===== config.mk =====
export PLATFORM = sky130hd
export DESIGN_NAME = window_stream_gen
export DESIGN_NICKNAME = d
export VERILOG_FILES = /design/src/rtl/window_pkg.sv /design/src/rtl/line_buffer_ram.sv /design/src/rtl/window_stream_gen.sv
export SDC_FILE = /design/constraint.sdc
export NUM_CORES = 1
export LEC_CHECK = 0
export CORE_MARGIN = 2
export CORE_UTILIZATION = 38
export CTS_BUF_LIST = sky130_fd_sc_hd__clkbuf_16
export DETAILED_ROUTE_END_ITERATION = 12
export MAX_ROUTING_LAYER = met4
export SLEW_MARGIN = 20
export SYNTH_ARGS = -nofsm -noshare
export SYNTH_HDL_FRONTEND = slang
export SYNTH_SLANG_ARGS = --single-unit

===== constraint.sdc =====
create_clock -name clk -period 6.1 [get_ports clk]
set_clock_uncertainty 0.2 [all_clocks]
set_input_delay 0.915 -clock clk [delete_from_list [all_inputs] [get_ports clk]]
set_output_delay 0.915 -clock clk [all_outputs]
set_load 0.01 [all_outputs]

===== src/rtl/window_pkg.sv =====
// Shared types and helpers for the sliding-window generator.
// Optional feature macro used by the top level: WINDOW_STREAM_POS_EN.
package window_pkg;

    localparam int unsigned MAX_IMG_WIDTH  = 4096;
    localparam int unsigned MAX_IMG_HEIGHT = 4096;

    // Counter/address width for a range of n values, never narrower than 1 bit
    function automatic int unsigned cnt_width(input int unsigned n);
        return (n > 1) ? $clog2(n) : 1;
    endfunction

    localparam int unsigned POS_ROW_W = cnt_width(MAX_IMG_HEIGHT);
    localparam int unsigned POS_COL_W = cnt_width(MAX_IMG_WIDTH);

    typedef struct packed {
        logic [POS_ROW_W-1:0] row;
        logic [POS_COL_W-1:0] col;
    } win_pos_t;

endpackage


===== src/rtl/line_buffer_ram.sv =====
// One image line of pixel storage with read-before-write behaviour:
// the old entry at addr is visible combinationally while the new one
// is written on the clock edge.
module line_buffer_ram
    import window_pkg::*;
#(
    parameter int unsigned DATA_WIDTH = 8,
    parameter int unsigned DEPTH      = 64
) (
    input  logic                         clk,
    input  logic                         wr_en,
    input  logic [cnt_width(DEPTH)-1:0]  addr,
    input  logic [DATA_WIDTH-1:0]        wr_data,
    output logic [DATA_WIDTH-1:0]        rd_data
);

    logic [DATA_WIDTH-1:0] mem [DEPTH];

    assign rd_data = mem[addr];

    // Store the incoming pixel; contents are never reset
    always_ff @(posedge clk) begin
        if (wr_en) begin
            mem[addr] <= wr_data;
        end
    end

endmodule


===== src/rtl/window_stream_gen.sv =====
// Streaming KxK sliding-window generator for raster-order pixel streams.
// K-1 line buffers feed a KxK register window; a single output stage
// with valid/ready flow control presents only windows fully inside the image.
// Optional macro WINDOW_STREAM_POS_EN adds registered window-centre
// coordinates (out_row/out_col).
module window_stream_gen
    import window_pkg::*;
#(
    parameter int unsigned PIXEL_DEPTH = 8,
    parameter int unsigned IMG_WIDTH   = 64,
    parameter int unsigned IMG_HEIGHT  = 48,
    parameter int unsigned K           = 3
) (
    input  logic                           clk,
    input  logic                           rst,
    input  logic                           in_valid,
    output logic                           in_ready,
    input  logic [PIXEL_DEPTH-1:0]         in_pixel,
    input  logic                           in_sof,
    output logic                           out_valid,
    input  logic                           out_ready,
    output logic [K*K*PIXEL_DEPTH-1:0]     out_window,
`ifdef WINDOW_STREAM_POS_EN
    output logic [cnt_width(IMG_HEIGHT)-1:0] out_row,
    output logic [cnt_width(IMG_WIDTH)-1:0]  out_col,
`endif
    output logic                           out_last
);

    localparam int unsigned COL_W = cnt_width(IMG_WIDTH);
    localparam int unsigned ROW_W = cnt_width(IMG_HEIGHT);

    localparam logic [COL_W-1:0] COL_LAST = COL_W'(IMG_WIDTH - 1);
    localparam logic [ROW_W-1:0] ROW_LAST = ROW_W'(IMG_HEIGHT - 1);
    localparam logic [COL_W-1:0] COL_KM1  = COL_W'(K - 1);
    localparam logic [ROW_W-1:0] ROW_KM1  = ROW_W'(K - 1);

    logic             accept;
    logic [COL_W-1:0] col, col_nxt, eff_col;
    logic [ROW_W-1:0] row, row_nxt, eff_row;

    logic [PIXEL_DEPTH-1:0] lb_rd [K-1];
    logic [PIXEL_DEPTH-1:0] lb_wr [K-1];

    logic [K-1:0][PIXEL_DEPTH-1:0]        new_col;
    logic [K-1:0][K-1:0][PIXEL_DEPTH-1:0] win, win_nxt;

    assign in_ready   = !out_valid || out_ready;
    assign accept     = in_valid && in_ready;
    assign out_window = win;

    // A start-of-frame pixel is placed at (0,0) whatever the counters say
    assign eff_col = in_sof ? '0 : col;
    assign eff_row = in_sof ? '0 : row;

    // Raster position of the pixel following the one being accepted
    always_comb begin
        col_nxt = eff_col + 1'b1;
        row_nxt = eff_row;
        if (eff_col == COL_LAST) begin
            col_nxt = '0;
            row_nxt = (eff_row == ROW_LAST) ? '0 : eff_row + 1'b1;
        end
    end

    // Line 0 takes the new pixel; each deeper line takes its predecessor's old entry
    genvar j;
    generate
        for (j = 0; j < K - 1; j++) begin : g_line
            if (j == 0) begin : g_first
                assign lb_wr[j] = in_pixel;
            end else begin : g_chain
                assign lb_wr[j] = lb_rd[j-1];
            end

            line_buffer_ram #(
                .DATA_WIDTH (PIXEL_DEPTH),
                .DEPTH      (IMG_WIDTH)
            ) u_line (
                .clk     (clk),
                .wr_en   (accept),
                .addr    (eff_col),
                .wr_data (lb_wr[j]),
                .rd_data (lb_rd[j])
            );
        end
    endgenerate

    // Incoming window column, oldest line on top, current pixel at the bottom
    always_comb begin
        new_col      = '0;
        new_col[K-1] = in_pixel;
        for (int unsigned r = 0; r < K - 1; r++) begin
            new_col[r] = lb_rd[K-2-r];
        end
    end

    // Window shifted one column toward index 0 with the new column at K-1
    always_comb begin
        win_nxt = win;
        for (int unsigned r = 0; r < K; r++) begin
            for (int unsigned c = 0; c < K - 1; c++) begin
                win_nxt[r][c] = win[r][c+1];
            end
            win_nxt[r][K-1] = new_col[r];
        end
    end

    // Frame position counters advance on every accepted pixel
    always_ff @(posedge clk or posedge rst) begin
        if (rst) begin
            col <= '0;
            row <= '0;
        end else if (accept) begin
            col <= col_nxt;
            row <= row_nxt;
        end
    end

    // Output stage: load on accept, drop valid once consumed, hold under backpressure
    always_ff @(posedge clk or posedge rst) begin
        if (rst) begin
            out_valid <= 1'b0;
            out_last  <= 1'b0;
            win       <= '0;
        end else if (accept) begin
            out_valid <= (eff_row >= ROW_KM1) && (eff_col >= COL_KM1);
            out_last  <= (eff_row == ROW_LAST) && (eff_col == COL_LAST);
            win       <= win_nxt;
        end else if (out_ready) begin
            out_valid <= 1'b0;
        end
    end

`ifdef WINDOW_STREAM_POS_EN
    localparam logic [COL_W-1:0] COL_HALF = COL_W'(K / 2);
    localparam logic [ROW_W-1:0] ROW_HALF = ROW_W'(K / 2);

    win_pos_t pos;

    assign out_row = ROW_W'(pos.row);
    assign out_col = COL_W'(pos.col);

    // Window centre coordinates, registered alongside the window
    always_ff @(posedge clk or posedge rst) begin
        if (rst) begin
            pos <= '0;
        end else if (accept) begin
            pos.row <= POS_ROW_W'(eff_row - ROW_HALF);
            pos.col <= POS_COL_W'(eff_col - COL_HALF);
        end
    end
`endif

endmodule

After elaboration in Yosys (flattened, before gate mapping)
Memory sizes are Yosys's and may differ from the RTL's. A register that Yosys moved wholly into a read port is not among the register bits.
Index checks and enable logic that the tools add are counted.
{"block": "totals", "regBits": 78, "ram_bits": 1024, "word_cells": 35, "mem_count": 2}
{"block": "op_classes", "add_sub_neg": 2, "magnitude_cmp": 2, "eq_ne": 2, "mux": 9, "reduce_logical": 6}
{"name": "g_line[0].u_line.mem", "words": 64, "word_bits": 8, "read_ports": 1, "rd_clocked_by_memory_dff": 0, "wr": 1, "line": "line_buffer_ram.sv:17", "source": "logic [DATA_WIDTH-1:0] mem [DEPTH];"}
{"name": "g_line[1].u_line.mem", "words": 64, "word_bits": 8, "read_ports": 1, "rd_clocked_by_memory_dff": 1, "wr": 1, "line": "line_buffer_ram.sv:17"}
{"op": "$mux 6", "n": 5}
{"op": "$add 6x1->6 const B", "n": 2}
{"op": "$eq 6x6->1 const B", "n": 2}
{"op": "$ge 6x2->1 const B", "n": 2}
{"op": "$mux 1", "n": 4}
{"op": "$logic_and 1x1->1", "n": 3}
{"op": "$reduce_bool 2->1", "n": 1}
{"op": "$logic_not 1->1", "n": 1}
{"op": "$logic_or 1x1->1", "n": 1}

Longest topological paths before layout
{"block": "logic_depth", "word_depth": 5, "ltp_mapped": 15}

Cells and area by module
Synthesis repeated with hierarchy kept, for this count alone.
{"block": "unflattened", "hier_cells": 2733, "area_unflattened_um2": 44172.4}
{"mod": "line_buffer_ram", "instances": 2, "cells_per_inst": 1163, "area_per_inst_um2": 20289.5, "seq_area_each_um2": 15374.7}
{"mod": "window_stream_gen", "instances": 1, "cells_per_inst": 407, "area_per_inst_um2": 3593.4, "seq_area_each_um2": 2152.1}

Least setup slack after synthesis
No wires, ideal clock.
{"block": "synth_timing", "path_kind": "input to register", "from": "in in_sof", "to": "mem g_line[1].u_line.mem[0][7] (data pin)", "t_arrival_ps": 3239, "required_time_ps": 5299, "setup_slack_ps": 2060, "cell_stages": 10, "n_path_buf": 5, "path_cell_list": "buf_2 -> clkbuf_1 -> clkbuf_1 -> buf_2 -> clkbuf_1 -> a211oi_1 -> a21oi_1 -> o22ai_1 -> nor2_1 -> nand3_1"}
{"block": "synth_via", "elab_chain_cells": 2}
{"item": "start: declaration", "line": "window_stream_gen.sv:19", "source": "input logic in_sof,"}
{"item": "$mux 6", "line": "window_stream_gen.sv:53", "source": "assign eff_col = in_sof ? '0 : col;"}
{"item": "$mem_v2 64x8"}
{"item": "via g_line[0].u_line.rd_data[7]", "line": "line_buffer_ram.sv:14", "source": "output logic [DATA_WIDTH-1:0] rd_data"}
{"item": "end: declaration", "line": "line_buffer_ram.sv:17"}
The timed path passes the listed nets, and every way through them passes these cells.

Final worst setup path
{"block": "layout_timing", "from": "reg col[0]", "to": "mem g_line[1].u_line.mem[50][3] (data pin)"}
{"block": "layout_via", "elab_chain_cells": 2}
{"item": "start: declaration", "line": "window_stream_gen.sv:39", "source": "logic [COL_W-1:0] col, col_nxt, eff_col;"}
{"item": "start signal: assignment", "line": "window_stream_gen.sv:115", "source": "col <= col_nxt;"}
{"item": "$mux 6", "line": "window_stream_gen.sv:53"}
{"item": "$mem_v2 64x8"}
{"item": "via g_line[0].u_line.rd_data[3]", "line": "line_buffer_ram.sv:14"}
The timed path passes the listed nets, and every way through them passes these cells.

==> impl_metrics.tcl <==
set metrics [dict create \
    syn_area_per_cell_um2 17.3 \
    antenna_found_initial 5 \
    setup_tns_ns 0 \
    initial_core_util 0.382 \
    syn_area_um2 42800 \
    cts_tree "done" \
    ys_async_sr_fraction 0.0775 \
    boundaryPins 88 \
    synth_common_cells "edfxtp_1 (1,024), nand2_1 (241), mux2i_1 (192), nor2_1 (114), dfrtp_1 (86)" \
    ys_ff_latch 1110 \
    route.detailed.wl_per_inst_um 27.7 \
    nNetsFinal 2667 \
    ys_types 73 \
    synth_edf_count 1024 \
    numClockSinks 1110 \
    grt_pass1_vias 23665 \
    fin_crit_sh 0.827 \
    dr.pass1.iters 6 \
    seq_area_um2 32900 \
    wl_um 118000 \
    place.gp.congestion 0.915 \
    period_minus_slack_ns 5.04 \
    status "completed" \
    rsz0062_at_grt "false" \
    yosysSeqAreaShare 0.769 \
    power.leakage_nw 16.7 \
    routed_via_density 5.69 \
    yosysMostFrequentCell "edfxtp_1" \
    syn_inst 2466 \
    syn2layout_area_growth_pct 15.8 \
    dp_slack_ns 0.728 \
    p_per_area_nw_per_um2 355 \
    layoutNonFillerInstCount 4250 \
    multi_input_area_um2 9240 \
    drv_cap 0 \
    cts_max_level 3 \
    setup_viol_count_final 0 \
    ys_top_cells_by_area "edfxtp_1 (72%), dfrtp_1 (5.0%), mux2i_1 (4.5%), mux4_2 (3.5%), nand2_1 (2.1%)" \
    clockBufferDepth 3 \
    fp.dieW_um 339 \
    hold_buffers 0 \
    required_ns 6.27 \
    grt_start_max_net_pins 85 \
    finalHoldViolCount 0 \
    core_area_um2 112000 \
    ir_worst_vdd_mv 0.302 \
    slew_violations 0 \
    die_h_um 339 \
    drtAntennaViolNets 0 \
    dp_cells 4038 \
    dpl_cell_area_um2 46000 \
    grt_pass1_wl_um 170000 \
    worst_slew_pin_slew_ns 1.12 \
    port_buffers 87 \
    arrival_ns 5.21 \
    fillCellCount 9718 \
    critPathKind "register to register" \
    netlist.area_leader.share 0.719 \
    grt_overflow 0 \
    cts_resized 0 \
    post_cts_buffers 0 \
    cp_max_fo 71 \
    max_freq_mhz 198 \
    layout_setup_ws_ns 1.06 \
    hpwl_um 70800 \
    numCtsBuffers 112 \
    synth_top_cell_by_area "edfxtp_1" \
    rows 123 \
    setup.worst_path.end_class "register" \
    start_kind "register" \
    synth_ff_type "edfxtp_1" \
    min_path_type "register to register" \
    grt_use_total 0.208 \
    clk_pin_slew_ns 0.06 \
    vias 24188 \
    synth-warning-count 0 \
    drcViolationCount 0 \
    clk_latency_ns 0.70 \
    drt_iter0_markers 3304 \
    maxSlewHeadroom 0.257 \
    clock_tree.root_cell "clkbuf_16" \
    design_area_um2 49500 \
    syn_nets 2481 \
    dieArea_um2 115000 \
    drive_gt1_frac 0.163 \
]
[stage by stage]
step | utilization | power, mW | hold slack [ns]
after floorplan | - | 10.1 | 0.272
after global placement | 0.410 | 11.1 | 0.257
after detailed placement | 0.410 | 11.2 | 0.263
after CTS | 0.442 | 17.6 | 0.277
after global routing | 0.442 | 18.1 | 0.295
final | 0.442 | 17.6 | 0.272
[cells by family (layout without fill, tap and decap cells)]
logic type	after synthesis	count (layout)	share of synthesized area
flip-flops	1110	1110	0.769
AND/OR/NAND/NOR	473	473	0.0496
AO/OA/AOI/OAI	418	418	0.0712
multiplexers	302	302	0.0920
buffers and inverters	161	441	0.0173
adder cells (fa/ha/maj)	2	2	0.000585
other	0	4	0
[registers in the layout, summed over array words and instances (netlist names)]
signal / cells
row: 6
col: 6
out_window: 72
g_line.u_line.mem: 1024
out_last: 1
out_valid: 1
[worst max-delay path, stage by stage (launching register included)]
cell	delay (ns)
dfrtp_4	0.78
nor3_2	0.49
or2_4	0.95
buf_4	0.48
a2111oi_2	0.15
o22ai_1	0.73
or4_4	0.82
[power by group]
| part | internal (mW) | switching, mW |
|---|---|---|
| registers | 8.69 | 0.170 |
| logic | 0.775 | 1.41 |
| clock network | 3.69 | 2.82 |
| total | 13.2 | 4.40 |
[cell type report]
| cell class | count | area share |
|---|---|---|
| Tap cell | 1500 | 0.0379 |
| Multi-Input combinational cell | 1195 | 0.187 |
| Clock inverter | 95 | 0.0135 |
| Sequential cell | 1110 | 0.665 |
| Clock buffer | 113 | 0.0571 |
| Timing Repair Buffer | 222 | 0.0389 |
| Antenna cell | 4 | 0.000202 |
| Inverter | 11 | 0.000885 |
[path summary, 6_finish.rpt]
check | startpoint | endpoint | slack [ns] | depth (start not counted)
hold reg to reg | out_window[54] | out_window[54] | 0.27 | 2
setup reg to reg | col[0] | g_line[1].u_line.mem[50][3] | 1.06 | 6
hold / removal | out_window[54] | out_window[54] | 0.27 | 2
max in group asynchronous | rst | col[2] | 4.11 | 3
min in group asynchronous | rst | out_window[30] | 0.42 | 2
setup / recovery | col[0] | g_line[1].u_line.mem[50][3] | 1.06 | 6
[per-layer routing]
metal | global-route usage | share of wire | vias up | wire length (µm)
met3 | 0.0352 | 0.090 | 216 | 10600
li1 | - | - | 10215 | -
met4 | 0.0658 | 0.031 | 0 | 3650
met1 | 0.286 | 0.41 | 12482 | 48300
met2 | 0.316 | 0.47 | 1275 | 55000
met5 | - | 0 | - | 0
[placed cells by master, fill, tap and decap left out, types with 5 or more instances in the layout]
master	n
buf_4	128
bufinv_16	8
o21ai_0	39
o2bb2ai_1	41
mux4_2	67
buf_2	9
or4_4	7
o22a_1	5
dfrtp_1	83
buf_12	7
a31oi_1	8
a2111oi_1	5
a222oi_1	18
nor2b_1	11
nand3_1	20
clkinv_2	21
clkinv_1	26
edfxtp_1	1024
inv_1	40
and2_1	23
clkbuf_16	113
nand2b_1	7
o221ai_1	5
a22oi_1	20
nand3b_1	7
o22ai_1	74
nand2_1	240
nor2_1	112
o211ai_1	19
mux2i_1	192
mux2_2	41
nor3_1	10
a21oi_1	71
a211oi_1	8
a221oi_1	60
a2111oi_2	13
clkdlybuf4s50_1	78
No activity file was read; power rests on OpenSTA's default activity.
